## src/rtl/uart_rx_capture.sv

```systemverilog
// uart_rx_capture: UART byte receiver (8N1, or 8E1 when UART_RX_PARITY_EN is defined) with a valid/ack holding register
module uart_rx_capture #(
  parameter int CLKS_PER_BIT = 434
) (
  input  logic       XCLK,
  input  logic       XRESET_N,
  input  logic       XUART_RX,
  output logic [7:0] rx_data,
  output logic       rx_valid,
  input  logic       rx_ack,
  output logic       rx_frame_err,
  output logic       rx_overrun,
`ifdef UART_RX_PARITY_EN
  output logic       rx_parity_err,
`endif
  output logic       rx_busy
);
  localparam int CW = $clog2(CLKS_PER_BIT);
  localparam logic [CW-1:0] LAST = CW'(CLKS_PER_BIT - 1);
  localparam logic [CW-1:0] HALF = CW'(CLKS_PER_BIT / 2 - 1);
  typedef enum logic [2:0] {
    S_IDLE, S_START, S_DATA,
`ifdef UART_RX_PARITY_EN
    S_PARITY,
`endif
    S_STOP, S_BREAK
  } state_t;
  state_t        r_state, w_state;
  logic [1:0]    r_sync;
  logic [CW-1:0] r_cnt, w_cnt;
  logic [2:0]    r_idx, w_idx;
  logic [7:0]    r_shift, w_shift;
  logic          w_rxs, w_tick, w_deliver, w_ferr, w_ack, w_load;
`ifdef UART_RX_PARITY_EN
  logic          r_par, w_par;
`endif
  assign w_rxs   = r_sync[1];
  assign w_tick  = r_cnt == LAST;
  assign w_ack   = rx_ack & rx_valid;
  assign w_load  = w_deliver & (~rx_valid | w_ack);
  assign rx_busy = r_state != S_IDLE;
  always_comb begin
    w_state   = r_state;
    w_cnt     = r_cnt + CW'(1);
    w_idx     = r_idx;
    w_shift   = r_shift;
    w_deliver = 1'b0;
    w_ferr    = 1'b0;
`ifdef UART_RX_PARITY_EN
    w_par     = r_par;
`endif
    case (r_state)
      S_IDLE: begin
        w_cnt   = '0;
        w_state = w_rxs ? S_IDLE : S_START;
      end
      S_START: if (r_cnt == HALF) begin
        w_cnt   = '0;
        w_idx   = '0;
        w_state = w_rxs ? S_IDLE : S_DATA;
      end
      S_DATA: if (w_tick) begin
        w_cnt   = '0;
        w_shift = {w_rxs, r_shift[7:1]};
        w_idx   = r_idx + 3'd1;
`ifdef UART_RX_PARITY_EN
        w_state = r_idx == 3'd7 ? S_PARITY : S_DATA;
`else
        w_state = r_idx == 3'd7 ? S_STOP : S_DATA;
`endif
      end
`ifdef UART_RX_PARITY_EN
      S_PARITY: if (w_tick) begin
        w_cnt   = '0;
        w_par   = w_rxs;
        w_state = S_STOP;
      end
`endif
      S_STOP: if (w_tick) begin
        w_cnt     = '0;
        w_deliver = w_rxs;
        w_ferr    = ~w_rxs;
        w_state   = w_rxs ? S_IDLE : S_BREAK;
      end
      S_BREAK: begin
        w_cnt   = '0;
        w_state = w_rxs ? S_IDLE : S_BREAK;
      end
      default: w_state = S_IDLE;
    endcase
  end
  always_ff @(posedge XCLK or negedge XRESET_N) begin
    if (!XRESET_N) begin
      r_state      <= S_IDLE;
      r_sync       <= 2'b11;
      r_cnt        <= '0;
      r_idx        <= '0;
      r_shift      <= '0;
      rx_data      <= '0;
      rx_valid     <= 1'b0;
      rx_frame_err <= 1'b0;
      rx_overrun   <= 1'b0;
`ifdef UART_RX_PARITY_EN
      r_par         <= 1'b0;
      rx_parity_err <= 1'b0;
`endif
    end else begin
      r_state      <= w_state;
      r_sync       <= {r_sync[0], XUART_RX};
      r_cnt        <= w_cnt;
      r_idx        <= w_idx;
      r_shift      <= w_shift;
      rx_valid     <= w_deliver | (rx_valid & ~w_ack);
      rx_frame_err <= w_ferr;
      rx_overrun   <= ~w_ack & (rx_overrun | (w_deliver & rx_valid));
      if (w_load) rx_data <= r_shift;
`ifdef UART_RX_PARITY_EN
      r_par         <= w_par;
      rx_parity_err <= w_load ? ^{r_shift, r_par} : (~w_ack & rx_parity_err);
`endif
    end
  end
endmodule

```

## config.mk

```make
export PLATFORM = sky130hd
export DESIGN_NAME = uart_rx_capture
export DESIGN_NICKNAME = d
export VERILOG_FILES = /design/src/rtl/uart_rx_capture.sv
export SDC_FILE = /design/constraint.sdc
export NUM_CORES = 1
export LEC_CHECK = 0
export CAP_MARGIN = 20
export CELL_PAD_IN_SITES_DETAIL_PLACEMENT = 1
export CELL_PAD_IN_SITES_GLOBAL_PLACEMENT = 2
export CORE_MARGIN = 4
export CORE_UTILIZATION = 33
export CTS_CLUSTER_SIZE = 25
export DETAILED_ROUTE_END_ITERATION = 8
export HOLD_SLACK_MARGIN = 0.02
export PLACE_DENSITY_LB_ADDON = 0.1
export SLEW_MARGIN = 20
export SYNTH_ARGS = -nofsm -noshare
export SYNTH_HDL_FRONTEND = slang
export SYNTH_SLANG_ARGS = --single-unit
```

## constraint.sdc

```tcl
create_clock -name XCLK -period 1.8 [get_ports XCLK]
set_clock_uncertainty 0.05 [all_clocks]
set_input_delay 0.18 -clock XCLK [delete_from_list [all_inputs] [get_ports XCLK]]
set_output_delay 0.18 -clock XCLK [all_outputs]
set_load 0.01 [all_outputs]
```

==> impl_metrics.py, run 1 <==
metrics = {
    "run_status": {
        "status": "complete, no violations",
    },
    "die": {
        "core.rowCount": 25,
        "start_util": 0.343,
        "die_h_um": 78.3,
        "core_area_sq_um": 4750,
        "dieArea_sq_um": 6130,
        "chipWidth_um": 78.3,
        "io_pins": 16,
    },
    "cells_and_area": {
        "final_cells": 252,
        "area.growth.synth_to_final_pct": 34.2,
        "drive_gt1_frac": 0.319,
        "antenna_cells": 0,
        "final_nets": 193,
        "stdcell_area_sq_um": 2190,
    },
    "synth": {
        "yosysTopAreaCell": "dfrtp_1",
        "ys_warn_count": 0,
        "syn-cell-area_sq_um": 1630,
        "synth_edf_count": 0,
        "yosysSeqAreaShare": 0.554,
        "synth_seq_cells": 36,
        "synth_cell_type_count": 39,
        "syn-mean-instance-area_sq_um": 11.2,
        "synth_common_cells": "34 x dfrtp_1, 28 x nand2_1, 12 x nor2_1",
        "synth-async-reset-ratio": 1.00,
        "synth_area_leaders": "dfrtp_1 52%, nand2_1 6.4%, mux2_2 5.5%",
        "synth_top_area_frac": 0.522,
        "synth_nets": 155,
        "ys.flop_type": "dfrtp_1",
        "syn_inst": 146,
        "yosysMostFrequentCell": "dfrtp_1",
    },
    "critical_path": {
        "crit_path_end_kind": "flop",
        "cp_data_required_time_ns": 1.92,
        "path_cells": "or3b_4 -> or3_4 -> o21a_4 -> mux2_4",
        "worst-setup-path-type": "reg2reg",
        "cp_data_arrival_time_ns": 1.89,
        "critPathLaunchType": "flop",
        "crit_fanout": 10,
        "cpMaxStageDelayCell": "dfrtp_2",
        "max_stage_delay_ns": 0.46,
    },
    "global_routing": {
        "antenna_found_initial": 0,
        "track_usage": 0.137,
        "grt_pass1_vias": 1350,
        "grt_pass1_wl_um": 6560,
        "grt-ovfl-total": 0,
        "grt_max_degree": 37,
    },
    "routing": {
        "first_iter_violations": 36,
        "wire_per_inst_um": 15.0,
        "dr.pass1.iters": 4,
        "ant_nets": 0,
        "routed_via_density": 4.74,
        "route.detailed.drc": 0,
        "route.vias.total": 1194,
        "wirelength_um": 3770,
    },
    "cts": {
        "numCtsBuffers": 5,
        "tritoncts": "yes",
        "clock_path_buffers": 2,
        "cts_root_buf": "clkbuf_8",
        "clkSinkCount": 36,
        "htreeDepth": 2,
        "clk_pin_slew_worst_paths_ns": 0.08,
        "clk_latency_ns": 0.29,
    },
    "sta": {
        "slew_headroom": 0.796,
        "hold_viol": 0,
        "worst_pin_slew_ns": 0.306,
        "setup_tns_ns": 0,
        "clock.fmax_ghz": 0.567,
        "fin_crit_sh": 0.980,
        "hold_ws_ns": 0.255,
        "final-setup-viol-count": 0,
        "period_needed_ns": 1.76,
        "maxSlewViolCount": 0,
    },
    "power": {
        "ir_worst_vdd_uv": 592,
        "p_leak_nw": 1.01,
        "powerDensity_nw_per_um2": 715,
    },
    "min_path": {
        "hp-class": "in2reg",
    },
    "placed_design": {
        "place_area_sq_um": 1970,
        "dp_cells": 239,
        "hpwl_um": 2620,
        "port_buffers": 15,
        "place_congestion": 0.709,
    },
    "run": {
        "max_cap_violations": 0,
    },
}
## area by class of cell
cell class | count | area [sq um]
fillers | 522 | 2570
multi-input cells | 101 | 742
repair buffers | 35 | 327
well taps | 67 | 83.8
inverters | 5 | 18.8
clock inverters | 3 | 42.5
flip-flops and latches | 36 | 906
clock buffers | 5 | 68.8
## power breakdown
| part | switching, mW | internal (mW) | total [mW] |
|---|---|---|---|
| sequential | 0.00212 | 0.814 | 0.816 |
| combinational | 0.0238 | 0.0170 | 0.0408 |
| clock | 0.297 | 0.410 | 0.707 |
| total | 0.323 | 1.24 | 1.56 |
## repair_timing
action                                 in CTS  in global routing
gates resized for setup                     5                 15
endpoints found under the hold margin      34                  0
hold buffers                                1                  0
setup endpoints to repair                  20                 19
pin swaps                                   0                  2
buffers inserted                            1                  3
## registers in the layout, indices dropped and copies added, names as in the netlist
name and cells:
r_cnt 9, rx_frame_err 1, rx_data 8, rx_overrun 1, r_state 3, rx_valid 1, r_idx 3, r_shift 8
r_sync 2
## critical path, delay by kind of cell, from the launching register on
family | cells | cell delay, ns
flip-flops | 1 | 0.46
AO/OA/AOI/OAI | 1 | 0.13
AND/OR/NAND/NOR | 2 | 0.76
multiplexers | 1 | 0.25
## per-layer routing
metal  part of all wire  track usage  vias up
met4              0.016       0.0524        0
met1               0.48        0.180      594
met5                  0            0        -
met3              0.027       0.0344        7
met2               0.47        0.217       15
li1                   -            -      578
## worst paths after layout
check / startpoint / to / slack (ns) / cells after the start
worst max-delay path: r_state[1] / r_idx[0] / 0.04 / 4
worst min-delay path: XUART_RX / r_sync[0] / 0.26 / 1
worst max register to register: r_state[1] / r_idx[0] / 0.04 / 4
worst min register to register: r_sync[0] / r_sync[1] / 0.31 / 0
max in group asynchronous: XRESET_N / r_sync[1] / 1.10 / 3
min in group asynchronous: XRESET_N / r_state[1] / 0.34 / 3
## per-stage QoR
step	power (mW)	utilization	setup slack, ns
after global routing	1.63	0.460	-0.0152
after global placement	0.872	0.414	-0.00566
final	1.56	0.460	0.0355
after detailed placement	0.873	0.414	-0.0275
after CTS	1.59	0.443	0.000978
after floorplan	0.837	-	0.0149
## cell families after synthesis
kind of cell / synth area share
xor gates and xnor gates: 0.0376
and+or+nand+nor: 0.212
DFF: 0.554
muxes: 0.0645
AOI/OAI and AO/OA: 0.0660
buffers and inverters: 0.0276
adders and majority gates: 0.0384
## cell usage in the layout (no fill, tap or decap), drive strengths merged, types with 3 or more instances in the layout
| cell type | count |
|---|---|
| nand2 | 28 |
| nand3 | 3 |
| nor2 | 12 |
| clkdlybuf4s50 | 13 |
| dfrtp | 34 |
| a21oi | 7 |
| inv | 5 |
| clkbuf | 5 |
| xor2 | 6 |
| mux2 | 9 |
| buf | 20 |
| nor3 | 3 |
| ha | 5 |
| and4 | 3 |
(Power assumes the default switching activity.)
==> run 2, diff against run 1 <==
- CORE_UTILIZATION: 33 -> 41
- DONT_BUFFER_PORTS: not set -> 1
- clock period: 1.8 -> 1.9 ns (I/O delays scaled with it)
==> impl_metrics.py, run 2 (synthesis results as in run 1) <==
metrics = {
    "cells_and_area": {
        "layout_common_cells": "34 x dfrtp_1, 28 x nand2_1, 16 x buf_4",
        "stdcell_area_sq_um": 1930,
        "drive_gt1_frac": 0.265,
        "final_nets": 178,
        "final_common_cell": "dfrtp_1",
        "regMostFlops": "r_cnt",
        "largest_reg_flops": 9,
        "antenna_cells": 0,
        "area.growth.synth_to_final_pct": 18.6,
        "largestRegisters": "r_cnt x9, r_shift x8, rx_data x8",
    },
    "die": {
        "core.rowCount": 22,
        "die_h_um": 71.1,
        "chipWidth_um": 71.1,
        "io_pins": 16,
        "core_area_sq_um": 3740,
        "dieArea_sq_um": 5050,
        "start_util": 0.435,
    },
    "critical_path": {
        "critPathBufInv": 2,
        "crit_start": "r_cnt[1]",
        "critPathLaunchType": "flop",
        "path_cells": "inv_1 -> ha_1 -> and4b_1 -> nand3_1 -> a21oi_2 -> buf_4 -> mux2_2",
        "max_stage_delay_ns": 0.39,
        "cp.depth": 7,
        "r2r-start": "r_cnt[1]",
        "reg2reg_to": "rx_data[1]",
        "endpoint": "rx_data[1]",
        "crit_path_end_kind": "flop",
        "cpMaxStageDelayCell": "dfrtp_1",
        "cp_data_arrival_time_ns": 1.91,
        "worst-setup-path-type": "reg2reg",
        "cp_data_required_time_ns": 2.03,
        "ff2ff_path_depth": 7,
        "crit_family": "flip-flops",
        "crit_fanout": 8,
        "ff2ff_setup_slack_ns": 0.12,
    },
    "cts": {
        "numCtsBuffers": 5,
        "clkSinkCount": 36,
        "clock_path_buffers": 2,
        "tritoncts": "yes",
        "clk_pin_slew_worst_paths_ns": 0.07,
        "clk_latency_ns": 0.29,
        "cts_root_buf": "clkbuf_8",
        "htreeDepth": 2,
    },
    "power": {
        "ir_worst_vdd_uv": 331,
        "clockPowerShare": 0.414,
        "switching_power_mw": 0.300,
        "switching_share": 0.218,
        "p_leak_nw": 0.938,
        "p_int_mw": 1.08,
        "powerDensity_nw_per_um2": 712,
        "comb_power_share": 0.024,
        "seqPwrFrac": 0.562,
    },
    "sta": {
        "setup_slack_ns": 0.116,
        "slew_headroom": 0.803,
        "final-setup-viol-count": 0,
        "hold_viol": 0,
        "maxSlewViolCount": 0,
        "setup_tns_ns": 0,
        "period_needed_ns": 1.78,
        "worst_pin_slew_ns": 0.291,
        "fin_crit_sh": 0.939,
        "clock.fmax_ghz": 0.561,
        "rsz0062_at_grt": "false",
    },
    "run_status": {
        "status": "complete, no violations",
    },
    "routing": {
        "route.detailed.drc": 0,
        "wirelength_um": 3590,
        "wire_per_inst_um": 16.4,
        "first_iter_violations": 13,
        "ant_nets": 0,
        "routed_via_density": 5.24,
        "route.vias.total": 1142,
        "dr.pass1.iters": 4,
    },
    "global_routing": {
        "grt_pass1_vias": 1248,
        "grt_max_degree": 37,
        "grt-ovfl-total": 0,
        "track_usage": 0.162,
        "grt_pass1_wl_um": 6200,
        "antenna_found_initial": 0,
    },
    "min_path": {
        "hp-class": "in2async",
    },
    "placed_design": {
        "place_worst_setup_slack_ns": 0.0579,
        "place_area_sq_um": 1770,
        "place_congestion": 0.783,
        "port_buffers": 0,
        "hpwl_um": 2540,
    },
    "run": {
        "max_cap_violations": 0,
    },
}
[run 2: cell count changes in the layout (fill, tap and decap cells not counted), sizes merged]
cell / delta
clkinv: -1
dlygate4sd3: +2
bufinv: -1
clkdlybuf4s50: -13
buf: -3
clkdlybuf4s15: -1
clkbuf: +2
[run 2: final cells by class]
| class | instances | area [sq um] |
|---|---|---|
| multi-input cells | 101 | 688 |
| inverters | 5 | 18.8 |
| clock buffers | 7 | 86.3 |
| well taps | 48 | 60.1 |
| clock inverters | 1 | 7.51 |
| repair buffers | 20 | 170 |
| fillers | 444 | 1810 |
| flip-flops and latches | 36 | 903 |
[run 2: routing by layer]
layer  global-route usage  up-vias  routed length (um)
li1                     -      550                   -
met1                0.206      561                1660
met2                0.248       23                1660
met3               0.0554        8                 184
met4               0.0752        0                  84
met5                    0        -                   0
[run 2: what timing repair did]
| action | in CTS | in global routing |
|---|---|---|
| endpoints found under the setup margin | 0 | 10 |
| resized for setup | 0 | 1 |
| endpoints found under the hold margin | 39 | 0 |
| buffers inserted | 0 | 2 |
| hold buffers | 4 | 0 |
[run 2: how the worst min path moves through the flow]
stage	startpoint	slack, ns	cells past startpoint	end
6_report	XRESET_N	0.30	2	rx_frame_err
3_5_place_dp	XRESET_N	-0.15	0	rx_frame_err
5_1_grt	XRESET_N	0.30	2	rx_frame_err
4_1_cts	r_sync[0]	0.31	0	r_sync[1]
2_1_floorplan	XRESET_N	-0.16	0	r_cnt[0]
3_3_place_gp	XRESET_N	-0.15	0	rx_frame_err
[run 2: power by group through the flow]
stage                     Clock, mW  Combinational [mW]  Sequential [mW]
final                         0.570              0.0326            0.775
after CTS                     0.590              0.0342            0.775
after detailed placement          0             0.00781            0.790
after global placement            0             0.00753            0.789
after floorplan                   0             0.00390            0.789
after global routing          0.634              0.0377            0.774
[run 2: stage by stage]
step                      utilization  power [mW]  hold WS, ns  std cells
final                           0.517        1.38        0.298        218
after global routing            0.517        1.45        0.303        218
after CTS                       0.511        1.40        0.313        216
after detailed placement        0.473       0.797       -0.155        204
after global placement          0.473       0.797       -0.155        204
after floorplan                     -       0.793       -0.156        146
==> run 3, diff against run 2 <==
- CELL_PAD_IN_SITES_DETAIL_PLACEMENT: 1 -> not set
- CELL_PAD_IN_SITES_GLOBAL_PLACEMENT: 2 -> not set
- CORE_UTILIZATION: 41 -> 61
- CTS_CLUSTER_DIAMETER: not set -> 40
- PLACE_DENSITY: not set -> 0.77
- PLACE_DENSITY_LB_ADDON: 0.1 -> not set
==> impl_metrics.py, run 3 (synthesis results as in run 1) <==
metrics = {
    "run_status": {
        "status": "complete, no violations",
    },
    "critical_path": {
        "crit_start": "r_cnt[0]",
        "worst-setup-path-type": "reg2reg",
        "critPathBufInv": 1,
        "crit_fanout": 8,
        "cp_data_arrival_time_ns": 1.99,
        "cpMaxStageDelayCell": "dfrtp_1",
        "max_stage_delay_ns": 0.46,
        "path_cells": "ha_1 -> and4b_1 -> nand3_1 -> a21oi_2 -> buf_12 -> mux2_2",
        "r2r-start": "r_cnt[0]",
        "ff2ff_setup_slack_ns": 0.09,
        "crit_path_end_kind": "flop",
        "ff2ff_path_depth": 6,
        "cp_data_required_time_ns": 2.08,
        "critPathLaunchType": "flop",
        "endpoint": "rx_data[2]",
        "crit_family": "flip-flops",
        "reg2reg_to": "rx_data[2]",
        "cp.depth": 6,
    },
    "sta": {
        "fin_crit_sh": 0.953,
        "setup_slack_ns": 0.0887,
        "hold_viol": 0,
        "maxSlewViolCount": 0,
        "clock.fmax_ghz": 0.552,
        "slew_headroom": 0.693,
        "period_needed_ns": 1.81,
        "setup_tns_ns": 0,
        "final-setup-viol-count": 0,
        "worst_pin_slew_ns": 0.455,
    },
    "cells_and_area": {
        "largest_reg_flops": 9,
        "antenna_cells": 0,
        "drive_gt1_frac": 0.225,
        "largestRegisters": "r_cnt x9, r_shift x8, rx_data x8",
        "area.growth.synth_to_final_pct": 11.7,
        "final_nets": 168,
        "regMostFlops": "r_cnt",
        "final_common_cell": "dfrtp_1",
        "n_fill_cell": 191,
        "layout_common_cells": "34 x dfrtp_1, 28 x nand2_1, 12 x nor2_1",
    },
    "global_routing": {
        "grt_max_degree": 37,
        "grt_pass1_wl_um": 4840,
        "track_usage": 0.183,
        "grt-ovfl-total": 0,
        "antenna_found_initial": 0,
        "grt_pass1_vias": 1115,
    },
    "routing": {
        "wirelength_um": 2830,
        "dr.pass1.iters": 6,
        "routed_via_density": 5.82,
        "route.detailed.drc": 0,
        "wire_per_inst_um": 14.9,
        "first_iter_violations": 56,
        "route.vias.total": 1106,
        "ant_nets": 0,
    },
    "power": {
        "comb_power_share": 0.026,
        "powerDensity_nw_per_um2": 673,
        "clockPowerShare": 0.342,
        "seqPwrFrac": 0.632,
        "p_int_mw": 0.964,
        "p_leak_nw": 0.881,
        "switching_power_mw": 0.261,
        "switching_share": 0.213,
        "ir_worst_vdd_uv": 444,
        "finalPower_mw": 1.23,
    },
    "placed_design": {
        "place_worst_setup_slack_ns": 0.0805,
        "hpwl_um": 1930,
        "port_buffers": 0,
        "place_congestion": 0.842,
    },
    "cts": {
        "clkSinkCount": 36,
        "clk_pin_slew_worst_paths_ns": 0.10,
        "clock_path_buffers": 2,
        "htreeDepth": 2,
        "numCtsBuffers": 5,
        "cts_root_buf": "clkbuf_4",
        "clk_latency_ns": 0.33,
        "tritoncts": "yes",
    },
    "die": {
        "core_area_sq_um": 2520,
        "chipWidth_um": 59.7,
        "die_h_um": 59.7,
        "start_util": 0.646,
        "core.rowCount": 18,
        "io_pins": 16,
        "dieArea_sq_um": 3560,
    },
    "min_path": {
        "hp-class": "in2async",
    },
    "run": {
        "max_cap_violations": 0,
    },
}
## run 3: cell count changes in the layout (fill, tap and decap cells not counted), sizes merged
cell and delta:
buf -10
## run 3: cell type report
class | instances | area (sq um) | share of cell area
well taps | 30 | 37.5 | 0.0206
repair buffers | 10 | 108 | 0.0591
flip-flops and latches | 36 | 903 | 0.496
multi-input cells | 101 | 691 | 0.379
clock inverters | 1 | 7.51 | 0.00412
clock buffers | 7 | 55.1 | 0.0302
inverters | 5 | 18.8 | 0.0103
## run 3: power groups by stage
stage / sequential [mW] / clock [mW] / combinational (mW)
after floorplan: 0.789 / 0 / 0.00390
after global placement: 0.789 / 0 / 0.00731
after detailed placement: 0.789 / 0 / 0.00765
after CTS: 0.774 / 0.434 / 0.0325
after global routing: 0.775 / 0.468 / 0.0362
final: 0.774 / 0.419 / 0.0317
## run 3: worst reg2reg max path, stage by stage (launching register included)
cell and delay, ns:
dfrtp_1 0.46, ha_1 0.20, and4b_1 0.23, nand3_1 0.13, a21oi_2 0.17, buf_12 0.14
mux2_2 0.33
## run 3: stage by stage
step | instances | area (sq um) | util | hold slack (ns)
floorplan | 146 | 1630 | - | -0.156
global placement | 177 | 1690 | 0.671 | -0.155
detailed placement | 177 | 1690 | 0.671 | -0.155
CTS | 189 | 1800 | 0.715 | 0.242
global route | 190 | 1820 | 0.722 | 0.249
finish | 190 | 1820 | 0.722 | 0.246
## run 3: how the worst min path moves through the flow
stage             start           end  slack [ns]  cells after the start
6_report       XRESET_N      r_cnt[7]        0.25                      2
5_1_grt        XRESET_N    r_state[0]        0.25                      2
4_1_cts        XRESET_N    rx_overrun        0.24                      2
3_5_place_dp   XRESET_N    r_state[2]       -0.15                      0
3_3_place_gp   XRESET_N  rx_frame_err       -0.15                      0
2_1_floorplan  XRESET_N      r_cnt[0]       -0.16                      0
## run 3: what timing repair did
item                       CTS  global route
hold endpoints to repair    39             0
setup buffers                0             1
setup endpoints to repair    0            10
gates resized for setup      0             2
hold buffers                 4             0
## run 3: routing by layer
layer	vias to the layer above	global-route usage	part of all wire
li1	528	-	-
met1	537	0.224	0.42
met2	36	0.295	0.49
met3	5	0.0562	0.079
met4	0	0.0854	0.015
met5	-	0	0
